File: config.mk
export PLATFORM = sky130hd
export DESIGN_NAME = seq_multiplier
export DESIGN_NICKNAME = d
export VERILOG_FILES = /design/src/rtl/mult_pkg.sv /design/src/rtl/seq_mult_ctrl.sv /design/src/rtl/seq_multiplier.sv
export SDC_FILE = /design/constraint.sdc
export NUM_CORES = 1
export LEC_CHECK = 0
export ABC_AREA = 1
export BUFFER_PORTS_ARGS = -buffer_cell sky130_fd_sc_hd__buf_2
export CORE_MARGIN = 1.5
export CORE_UTILIZATION = 60
export CTS_BUF_LIST = sky130_fd_sc_hd__clkbuf_4 sky130_fd_sc_hd__clkbuf_8
export DETAILED_ROUTE_END_ITERATION = 10
export PLACE_DENSITY = 0.85
export RECOVER_POWER = 100
export SYNTH_ARGS = -nofsm -noshare
export SYNTH_HDL_FRONTEND = slang
export SYNTH_SLANG_ARGS = --single-unit
File: constraint.sdc
create_clock -name clk -period 3 [get_ports clk]
set_input_delay 0 -clock clk [delete_from_list [all_inputs] [get_ports clk]]
set_output_delay 0 -clock clk [all_outputs]
set_load 0.05 [all_outputs]
File: src/rtl/mult_pkg.sv
// Shared types and sizing for the shift-add multiplier.
package mult_pkg;

    localparam int MULT_WIDTH = 9;
    localparam int PROD_WIDTH = 2 * MULT_WIDTH;
    localparam int CNT_WIDTH  = $clog2(MULT_WIDTH);

    typedef enum logic [1:0] {
        IDLE = 2'd0,
        CALC = 2'd1,
        DONE = 2'd2
    } state_t;

endpackage

File: src/rtl/seq_mult_ctrl.sv
// Sequencer for the shift-add multiplier: FSM and iteration counter.
module seq_mult_ctrl
    import mult_pkg::*;
#(
    parameter int WIDTH = MULT_WIDTH,
    parameter int CNT_W = (WIDTH > 1) ? $clog2(WIDTH) : 1
) (
    input  logic clk,
    input  logic rst,
    input  logic start,
    output logic load,
    output logic shift,
    output logic finish,
    output logic busy,
    output logic done
);

    localparam logic [CNT_W-1:0] LAST = CNT_W'(WIDTH - 1);

    state_t           state;
    state_t           state_nxt;
    logic [CNT_W-1:0] cnt;

    always_comb begin
        state_nxt = state;
        unique case (state)
            IDLE:    if (start) state_nxt = CALC;
            CALC:    if (cnt == LAST) state_nxt = DONE;
            DONE:    state_nxt = IDLE;
            default: state_nxt = IDLE;
        endcase
    end

    always_ff @(posedge clk) begin
        if (rst) begin
            state <= IDLE;
            cnt   <= '0;
        end else begin
            state <= state_nxt;
            if (load)
                cnt <= '0;
            else if (shift)
                cnt <= cnt + 1'b1;
        end
    end

    assign load   = (state == IDLE) && start;
    assign shift  = (state == CALC);
    assign finish = shift && (cnt == LAST);
    assign busy   = (state != IDLE);
    assign done   = (state == DONE);

endmodule

File: src/rtl/seq_multiplier.sv
// Iterative unsigned shift-add multiplier; done pulses with a fresh product.
module seq_multiplier
    import mult_pkg::*;
#(
    parameter int WIDTH = MULT_WIDTH
) (
    input  logic               clk,
    input  logic               rst,
    input  logic               start,
    input  logic [WIDTH-1:0]   a,
    input  logic [WIDTH-1:0]   b,
    output logic               busy,
    output logic               done,
    output logic [2*WIDTH-1:0] product
);

    logic             load;
    logic             shift;
    logic             finish;
    logic [WIDTH-1:0] mcand;
    logic [WIDTH-1:0] acc_hi;
    logic [WIDTH-1:0] mplier;
    logic [WIDTH:0]   addend;
    logic [WIDTH:0]   sum;
    logic [WIDTH-1:0] hi_nxt;
    logic [WIDTH-1:0] lo_nxt;

    seq_mult_ctrl #(
        .WIDTH (WIDTH)
    ) u_ctrl (
        .clk    (clk),
        .rst    (rst),
        .start  (start),
        .load   (load),
        .shift  (shift),
        .finish (finish),
        .busy   (busy),
        .done   (done)
    );

    // Carry lands in sum[WIDTH] and shifts into the top of the accumulator.
    assign addend = mplier[0] ? {1'b0, mcand} : '0;
    assign sum    = {1'b0, acc_hi} + addend;
    assign hi_nxt = sum[WIDTH:1];
    assign lo_nxt = {sum[0], mplier[WIDTH-1:1]};

    always_ff @(posedge clk) begin
        if (rst) begin
            mcand   <= '0;
            acc_hi  <= '0;
            mplier  <= '0;
            product <= '0;
        end else if (load) begin
            mcand  <= a;
            mplier <= b;
            acc_hi <= '0;
        end else if (shift) begin
            acc_hi <= hi_nxt;
            mplier <= lo_nxt;
            if (finish)
                product <= {hi_nxt, lo_nxt};
        end
    end

endmodule
After elaboration in Yosys (flattened, before gate mapping)
Index checks and enable logic that the tools add are counted.
{"block": "totals", "wordCells": 28, "input_bits": 21, "regBits": 51}
{"block": "classes", "n_addsub": 2, "bitwise": 1, "n_eq_ne": 5, "reduce_logical": 8, "n_mux": 6}
{"op": "$mux 9", "n": 3}
{"op": "$add 9x9->10", "n": 1}
{"op": "$add 4x1->4 const B", "n": 1}
{"op": "$eq 4x4->1 const B", "n": 1}
{"op": "$mux 2", "n": 2}
{"op": "$ne 2x2->1 const B", "n": 2}
{"op": "$pmux 2 s2", "n": 1}
{"op": "$reduce_bool 2->1", "n": 2}
{"op": "$reduce_and 3->1", "n": 1}
{"op": "$eq 2x1->1 const B", "n": 1}
{"op": "$eq 2x2->1 const B", "n": 1}
{"op": "$logic_and 1x1->1", "n": 2}
{"op": "$logic_not 2->1", "n": 1}
{"op": "$reduce_and 2->1", "n": 1}
{"op": "$reduce_or 2->1", "n": 1}
{"op": "$not 1->1", "n": 1}

Longest topological paths before layout
Gate-level depths: netlist of the first run.
{"block": "logic_depth", "word_depth": 4, "depth_mapped": 15}

By module
A second synthesis of the first run with hierarchy kept.
{"block": "unflattened", "hier_cells": 382, "hier_area_um2": 2571.2}
{"module": "seq_multiplier", "area_per_inst_um2": 2258.4, "cells_per_inst": 337, "seq_area_each_um2": 900.9, "instances": 1}
{"module": "seq_mult_ctrl", "area_per_inst_um2": 312.8, "cells_per_inst": 45, "seq_area_each_um2": 120.1, "instances": 1}

Least setup slack after synthesis of the first run
No wires, ideal clock.
{"block": "synth_timing", "path_type": "flip-flop to flip-flop", "from": "reg mplier[0]", "to": "reg product[12]", "period_less_slack_ps": 1878, "path_stages_with_launch": 15, "arrival_time_ps": 1769, "setup_slack_ps": 1122, "required_time_ps": 2891, "setup_ps": 109, "path_cell_list": "dfxtp_1 -> clkbuf_1 -> nand2_1 -> inv_1 -> ha_1 -> inv_1 -> fa_1 -> inv_1 -> nand2_1 -> nand2_1 -> nand2_1 -> xor2_1 -> nand2_1 -> nand2_1 -> inv_1"}
{"block": "synth_between", "elab_chain_cells": 2}
{"item": "start: declaration", "line_no": "seq_multiplier.sv:22", "source": "logic [WIDTH-1:0] mplier;"}
{"item": "start signal: assignment", "line_no": "seq_multiplier.sv:59", "source": "mplier <= lo_nxt;"}
{"item": "$mux 9", "line_no": "seq_multiplier.sv:42", "source": "assign addend = mplier[0] ? {1'b0, mcand} : '0;"}
{"item": "$add 9x9->10", "line_no": "seq_multiplier.sv:43", "source": "assign sum = {1'b0, acc_hi} + addend;"}
{"item": "end signal: assignment", "line_no": "seq_multiplier.sv:61", "source": "product <= {hi_nxt, lo_nxt};"}
{"item": "end: declaration", "line_no": "seq_multiplier.sv:14", "source": "output logic [2*WIDTH-1:0] product"}
Every way passes these cells.
A chain may end at the register's enable or synchronous reset.

Worst setup path in the final report of the first run
{"block": "layout_timing", "from": "reg u_ctrl.state[0]", "to": "reg product[2]"}
{"block": "layout_between", "elab_chain_cells": 4}
{"item": "start: declaration", "line_no": "seq_mult_ctrl.sv:20", "source": "state_t state;"}
{"item": "start signal: assignment", "line_no": "seq_mult_ctrl.sv:39", "source": "state <= state_nxt;"}
{"item": "$logic_not 2->1", "line_no": "seq_mult_ctrl.sv:47", "source": "assign load = (state == IDLE) && start;"}
{"item": "$logic_and 1x1->1", "line_no": "seq_mult_ctrl.sv:47"}
{"item": "$not 1->1 (no line)"}
{"item": "$reduce_and 3->1 (no line) (*)"}
Mark *: on every way between the ends. The rest lies on a longest branch, timed or not.

==> results of run 1 <==
-- stage by stage --
stage	setup WS, ns	cells
3_3_place_gp	1.14	444
6_report	0.635	468
2_1_floorplan	1.12	366
4_1_cts	1.03	468
5_1_grt	0.433	468
3_5_place_dp	1.05	444
-- worst max path at each step --
| stage | to | slack (ns) | depth (start not counted) |
|---|---|---|---|
| floorplan | product[12] | 1.12 | 14 |
| global placement | acc_hi[3] | 1.14 | 13 |
| detailed placement | acc_hi[3] | 1.05 | 13 |
| CTS | acc_hi[3] | 1.03 | 13 |
| global route | product[0] | 0.43 | 7 |
| finish | product[2] | 0.64 | 7 |
-- power by group --
part           switching, mW  internal [mW]  leakage (nW)
clock network          0.238          0.189        0.0516
logic                  0.101         0.0633          1.01
registers             0.0188          0.704         0.416
-- critical path: cells and delay by family (launching register included) --
kind / cells / cell delay [ns]
buffers and inverters: 3 / 0.51
DFF: 1 / 0.35
and+or+nand+nor: 4 / 1.40
-- cell type report --
class | instances | area share (%)
inverters | 53 | 6.91
repair buffers | 56 | 11.5
clock buffers | 6 | 2.83
well taps | 50 | 2.15
flip-flops and latches | 51 | 35.0
multi-input cells | 250 | 41.1
clock inverters | 2 | 0.472
-- routing by layer --
layer | vias to the layer above | track usage [%] | routed length (microns)
li1 | 1230 | - | -
met1 | 1067 | 32.1 | 2490
met2 | 68 | 46.1 | 2910
met3 | 5 | 6.50 | 279
met4 | 0 | 7.91 | 61
met5 | - | 0 | 0
-- cells in the final DEF, fill, tap and decap left out, types with 2 or more instances in the layout --
cell type / Yosys / routed
xor2_1: 3 / 3
o21ai_1: 3 / 3
a21oi_1: 9 / 9
clkbuf_1: 3 / 20
nand2_1: 105 / 105
inv_1: 48 / 51
or2_2: 2 / 2
o21ai_0: 13 / 13
dfxtp_1: 51 / 51
nand3_1: 27 / 28
nor2_1: 58 / 59
a31oi_1: 7 / 7
nand3b_1: 2 / 2
ha_1: 11 / 11
clkbuf_8: 0 / 6
buf_2: 7 / 20
dlygate4sd3_1: 0 / 16
-- repair_timing --
item                      in CTS  in global routing
resized for setup              0                  0
hold buffers                  16                  0
hold endpoints to repair      16                  0
-- state kept, by name (all words and copies together), names as in the netlist --
name / count
product: 18
mcand: 9
u_ctrl.state: 2
u_ctrl.cnt: 4
mplier: 9
acc_hi: 9
-- cell families after synthesis --
kind of cell,count (synthesis)
buf+inv,65
compound gates,34
simple gates,200
flops,51
fa+ha+maj,12
xor+xnor,4
==> flow_summary_export.csv, run 1 <==
group,metric,value,unit
synthesis,syn_avg_cell_area,6.86,sq um
setup_path,r2r_start,"u_ctrl.state[0]",
synthesis,synthTopCellsByArea,"dfxtp_1, nand2_1, nor2_1",
synthesis,synth_flop_cell,"dfxtp_1",
synthesis,synth_compound_area_share,7.32,%
timing,fmax,0.423,GHz
floorplanning,rows,23,
synthesis,yosysUniqueCellTypes,29,
cells_and_area,fin_nets,450,
place,post_dp_cell_area,2710,sq um
clock_network,clock_latency,0.31,ns
setup_path,cp.arrival,2.57,ns
clock_network,postCtsSetupBuffers,0,
timing,setup_viol,0,
synthesis,synth_edf_count,0,
clock_network,cts_buffer_depth,2,
setup_path,timing.rr.end,"product[2]",
global_routing,grt_max_degree,27,
synthesis,synthSimpleGateAreaFrac,33.8,%
timing,worstMarginPinSlew,1.18,ns
clock_network,cts_made_buffers,5,
timing,hold_viol_final,0,
cells_and_area,syn_to_final_growth,16.0,%
routing,viasPerCell,5.06,
routing,routedWlPerCell,12.3,microns
synthesis,netlist.area_leader.share,40.6,%
setup_path,path_common_cell,"inv_1",
min_path,min_delay_path_depth,5,
cells_and_area,regArea,1020,sq um
synthesis,seq_area_frac_synth,40.6,%
cells_and_area,drive_gt1_share,8.13,%
global_routing,grt_first_pass_wirelength,9.09,mm
min_path,min_from,"b[6]",
synthesis,synth_top_area_cell,"dfxtp_1",
setup_path,worst_setup_path_start_kind,"flip-flop",
clock_network,cts.htree.levels,2,
synthesis,muxShareOfSynthArea,0,%
setup_path,critPathMaxStageDelay,0.89,ns
synthesis,synth_xor_area_share,1.39,%
global_routing,antenna_found_initial,0,
global_routing,first_global_vias,2097,
routing,wirelength,5.74,mm
setup_path,crit_required,3.21,ns
setup_path,slowest_stage,"nor2_2",
global_routing,track_usage,26.5,%
cells_and_area,final_util,72.9,%
cells_and_area,design_area,2920,sq um
synthesis,synth_top_family_by_area,"simple AND/OR/NAND/NOR gates",
power_and_ir_drop,power_density,451,nW/um^2
synthesis,synthCells,366,
floorplanning,die_y,67.7,microns
setup_path,end_kind,"flip-flop",
routing,drtAntennaViolNets,0,
timing,hold-worst-slack,0.0434,ns
setup_path,rrSetupSlack,0.64,ns
routing,drcViolationCount,0,
routing,vias,2370,
power_and_ir_drop,ir_drop,0.310,mV
synthesis,post-synth-top-count-cell,"nand2_1",
job,cap_violations,0,
floorplanning,fp.dieW,67.7,microns
timing,final.setup_skew,0.00776,ns
cells_and_area,nFillCells,354,
cells_and_area,multi_input_area,1200,sq um
floorplanning,ios,41,
timing,slew_headroom,21.3,%
power_and_ir_drop,power.static_leakage,1.48,nW
place,place.gp.congestion,0.878,
synthesis,synth_seq_cells,51,
timing,period_share,78.8,%
setup_path,crit_chain,"inv_1, nor2_2, inv_4, nor2_8, inv_1, nand3_1, nand2_1",
synthesis,ys_warn_count,0,
timing,finalMaxSlewViolations,0,
global_routing,overflow,0,
setup_path,crit_type,"flip-flop to flip-flop",
synthesis,synth-async-reset-ratio,0,%
place,port_buffers,40,
timing,rsz0062_at_grt,"false",
timing,finalCriticalPeriod,2.36,ns
clock_network,root_buffer,"clkbuf_8",
min_path,whs_endpoint,"mplier[6]",
synthesis,synthAdderAreaFrac,6.27,%
setup_path,r2r_cells,7,
power_and_ir_drop,power,1.31,mW
place,dp_hpwl,3.93,mm
min_path,min_path_type,"input pin to flip-flop",
clock_network,clk_pin_slew,0.10,ns
routing,drt-initial-drc-count,138,
floorplanning,coreArea,4000,sq um
floorplanning,start_util,62.8,%
timing,fin_setup_tns,0,ns
setup_path,cp-startpoint,"u_ctrl.state[0]",
floorplanning,die_area,4580,sq um
status,status,"complete, no violations",
synthesis,syn-num-nets,399,
clock_network,clkSinkCount,51,
clock_network,tritoncts,"done",
routing,dr.pass1.iters,4,
synthesis,synth_area,2510,sq um
synthesis,synth_common_cells,"nand2_1, nor2_1, dfxtp_1",
setup_path,worstPathMaxFanout,26,
cells_and_area,n_antenna_cell,0,
Power figures use the tool's default switching activity.
==> run 2, diff against run 1 <==
- CORE_UTILIZATION: 60 -> 52
- PLACE_DENSITY: 0.85 -> 0.78
- clock period: 3 -> 2.02 ns (I/O delays scaled with it)
==> run 2 against run 1 <==
Compared with the run above: count of clock-buffer cells in the layout fell by 1; clock skew fell by 0.0032 ns; worst hold slack better by 0.0070 ns; sequential power increased by 48%; sequential share of layout area down 0.88 points; via count is 1.9% lower; total power increased by 56%; core utilization down 9.1 points; critical endpoint is now acc_hi[2]; largest power group unchanged.
==> flow_summary_export.csv, run 2 (synthesized netlist as in run 1, its figures left out) <==
group,metric,value,unit
global_routing,first_global_vias,2126,
routing,viasPerCell,4.87,
floorplanning,start_util,53.5,%
routing,wirelength,5.47,mm
floorplanning,die_area,5260,sq um
job,cap_violations,0,
clock_network,cts_made_buffers,5,
routing,drtAntennaViolNets,0,
cells_and_area,largest_register_ffs,18,
clock_network,clock_latency,0.31,ns
setup_path,rrSetupSlack,0.23,ns
timing,finalMaxSlewViolations,0,
timing,period_share,88.8,%
power_and_ir_drop,ir_drop,0.613,mV
global_routing,track_usage,23.1,%
setup_path,r2r_cells,10,
cells_and_area,final_cell_mix,"nand2_1, nor2_1, dfxtp_1",
min_path,min_path_type,"input pin to flip-flop",
floorplanning,ios,41,
power_and_ir_drop,power_density,686,nW/um^2
timing,hold_viol_final,0,
routing,dr.pass1.iters,4,
routing,routedWlPerCell,11.5,microns
power_and_ir_drop,power,2.05,mW
min_path,whs_endpoint,"mplier[6]",
timing,finalCriticalPeriod,1.79,ns
setup_path,worst_setup_path_start_kind,"flip-flop",
cells_and_area,fin_nets,455,
clock_network,cts_buffer_depth,2,
setup_path,crit_required,2.24,ns
place,dp_hpwl,3.89,mm
power_and_ir_drop,power.static_leakage,1.51,nW
cells_and_area,drive_gt1_share,9.93,%
power_and_ir_drop,pwr-share-seq,52.2,%
min_path,min_delay_path_depth,5,
setup_path,worstPathMaxFanout,9,
place,post_dp_cell_area,2750,sq um
setup_path,end_kind,"flip-flop",
floorplanning,rows,25,
clock_network,cts.htree.levels,2,
min_path,min_from,"b[6]",
floorplanning,coreArea,4690,sq um
global_routing,overflow,0,
routing,drcViolationCount,0,
setup_path,crit_type,"flip-flop to flip-flop",
global_routing,antenna_found_initial,0,
place,port_buffers,40,
timing,setup_viol,0,
routing,vias,2324,
place,place.gp.congestion,0.829,
place,post-place-ws,0.245,ns
cells_and_area,nFillCells,469,
clock_network,postCtsSetupBuffers,0,
power_and_ir_drop,p_sw,533,uW
cells_and_area,n_antenna_cell,0,
global_routing,grt_max_degree,26,
setup_path,cp.arrival,2.02,ns
clock_network,root_buffer,"clkbuf_8",
floorplanning,die_y,72.5,microns
global_routing,grt_first_pass_wirelength,9.36,mm
clock_network,clkSinkCount,51,
power_and_ir_drop,p_clk_share,35.3,%
power_and_ir_drop,internal_power,1.52,mW
setup_path,r2r_start,"mplier[0]",
cells_and_area,mostFrequentLayoutCell,"nand2_1",
cells_and_area,syn_to_final_growth,19.0,%
timing,worstMarginPinSlew,0.604,ns
power_and_ir_drop,power_frac_comb,12.5,%
timing,setup_ws,0.226,ns
clock_network,tritoncts,"done",
timing,slew_headroom,59.9,%
timing,final.setup_skew,0.00457,ns
power_and_ir_drop,p_sw_share,26.0,%
timing,fmax,0.557,GHz
setup_path,timing.rr.end,"acc_hi[2]",
cells_and_area,design_area,2990,sq um
timing,fin_setup_tns,0,ns
status,status,"complete, no violations",
cells_and_area,top_register,"product",
floorplanning,fp.dieW,72.5,microns
cells_and_area,final_util,63.7,%
timing,rsz0062_at_grt,"false",
routing,drt-initial-drc-count,139,
clock_network,clk_pin_slew,0.09,ns
==> run 2: per-layer routing <==
| layer | up-vias | GRT usage, % | share of wire, % |
|---|---|---|---|
| met5 | - | 0 | 0 |
| met4 | 0 | 6.92 | 0.80 |
| met3 | 6 | 6.67 | 3.8 |
| met2 | 49 | 36.7 | 47 |
| met1 | 1031 | 30.7 | 48 |
| li1 | 1238 | - | - |
==> run 2: area by class of cell <==
cell class	instances	area (sq um)	area share, %
Clock buffer	5	68.8	2.30
Clock inverter	3	43.8	1.46
Inverter	53	201	6.74
Multi-Input combinational cell	250	1220	40.7
Sequential cell	51	1020	34.1
Tap cell	54	67.6	2.26
Timing Repair Buffer	61	370	12.4
==> run 2: critical path, stage by stage, from the launching register on <==
cell     delay [ns]
dfxtp_1        0.32
buf_4          0.16
nand2_1        0.07
inv_1          0.04
ha_1           0.30
or2_2          0.31
nand2_1        0.09
xor2_1         0.24
nand2_1        0.08
nand2_1        0.07
inv_1          0.04
==> run 2: power groups by stage <==
| stage | combinational, mW | clock [mW] | sequential (mW) |
|---|---|---|---|
| after global placement | 0.230 | 0 | 1.09 |
| final | 0.256 | 0.724 | 1.07 |
| after detailed placement | 0.234 | 0 | 1.09 |
| after global routing | 0.291 | 0.785 | 1.08 |
| after CTS | 0.259 | 0.734 | 1.07 |
| after floorplan | 0.174 | 0 | 1.09 |
==> run 2: worst max-delay path by stage <==
| stage | slack [ns] | from | end |
|---|---|---|---|
| after floorplan | 0.14 | mplier[0] | product[12] |
| after global placement | 0.28 | mplier[0] | acc_hi[2] |
| after detailed placement | 0.25 | mplier[0] | product[11] |
| after CTS | 0.23 | mplier[0] | product[11] |
| after global routing | 0.07 | u_ctrl.state[1] | mplier[4] |
| final | 0.23 | mplier[0] | acc_hi[2] |
==> run 2: timing repair <==
item | CTS | global route
hold buffers | 16 | 0
resized for setup | 0 | 0
endpoints found under the hold margin | 16 | 0
==> run 2: stage by stage <==
stage	cells	hold slack, ns
6_report	477	0.0504
5_1_grt	477	0.0643
4_1_cts	477	0.0470
3_5_place_dp	453	0.259
3_3_place_gp	453	0.253
2_1_floorplan	366	0.166
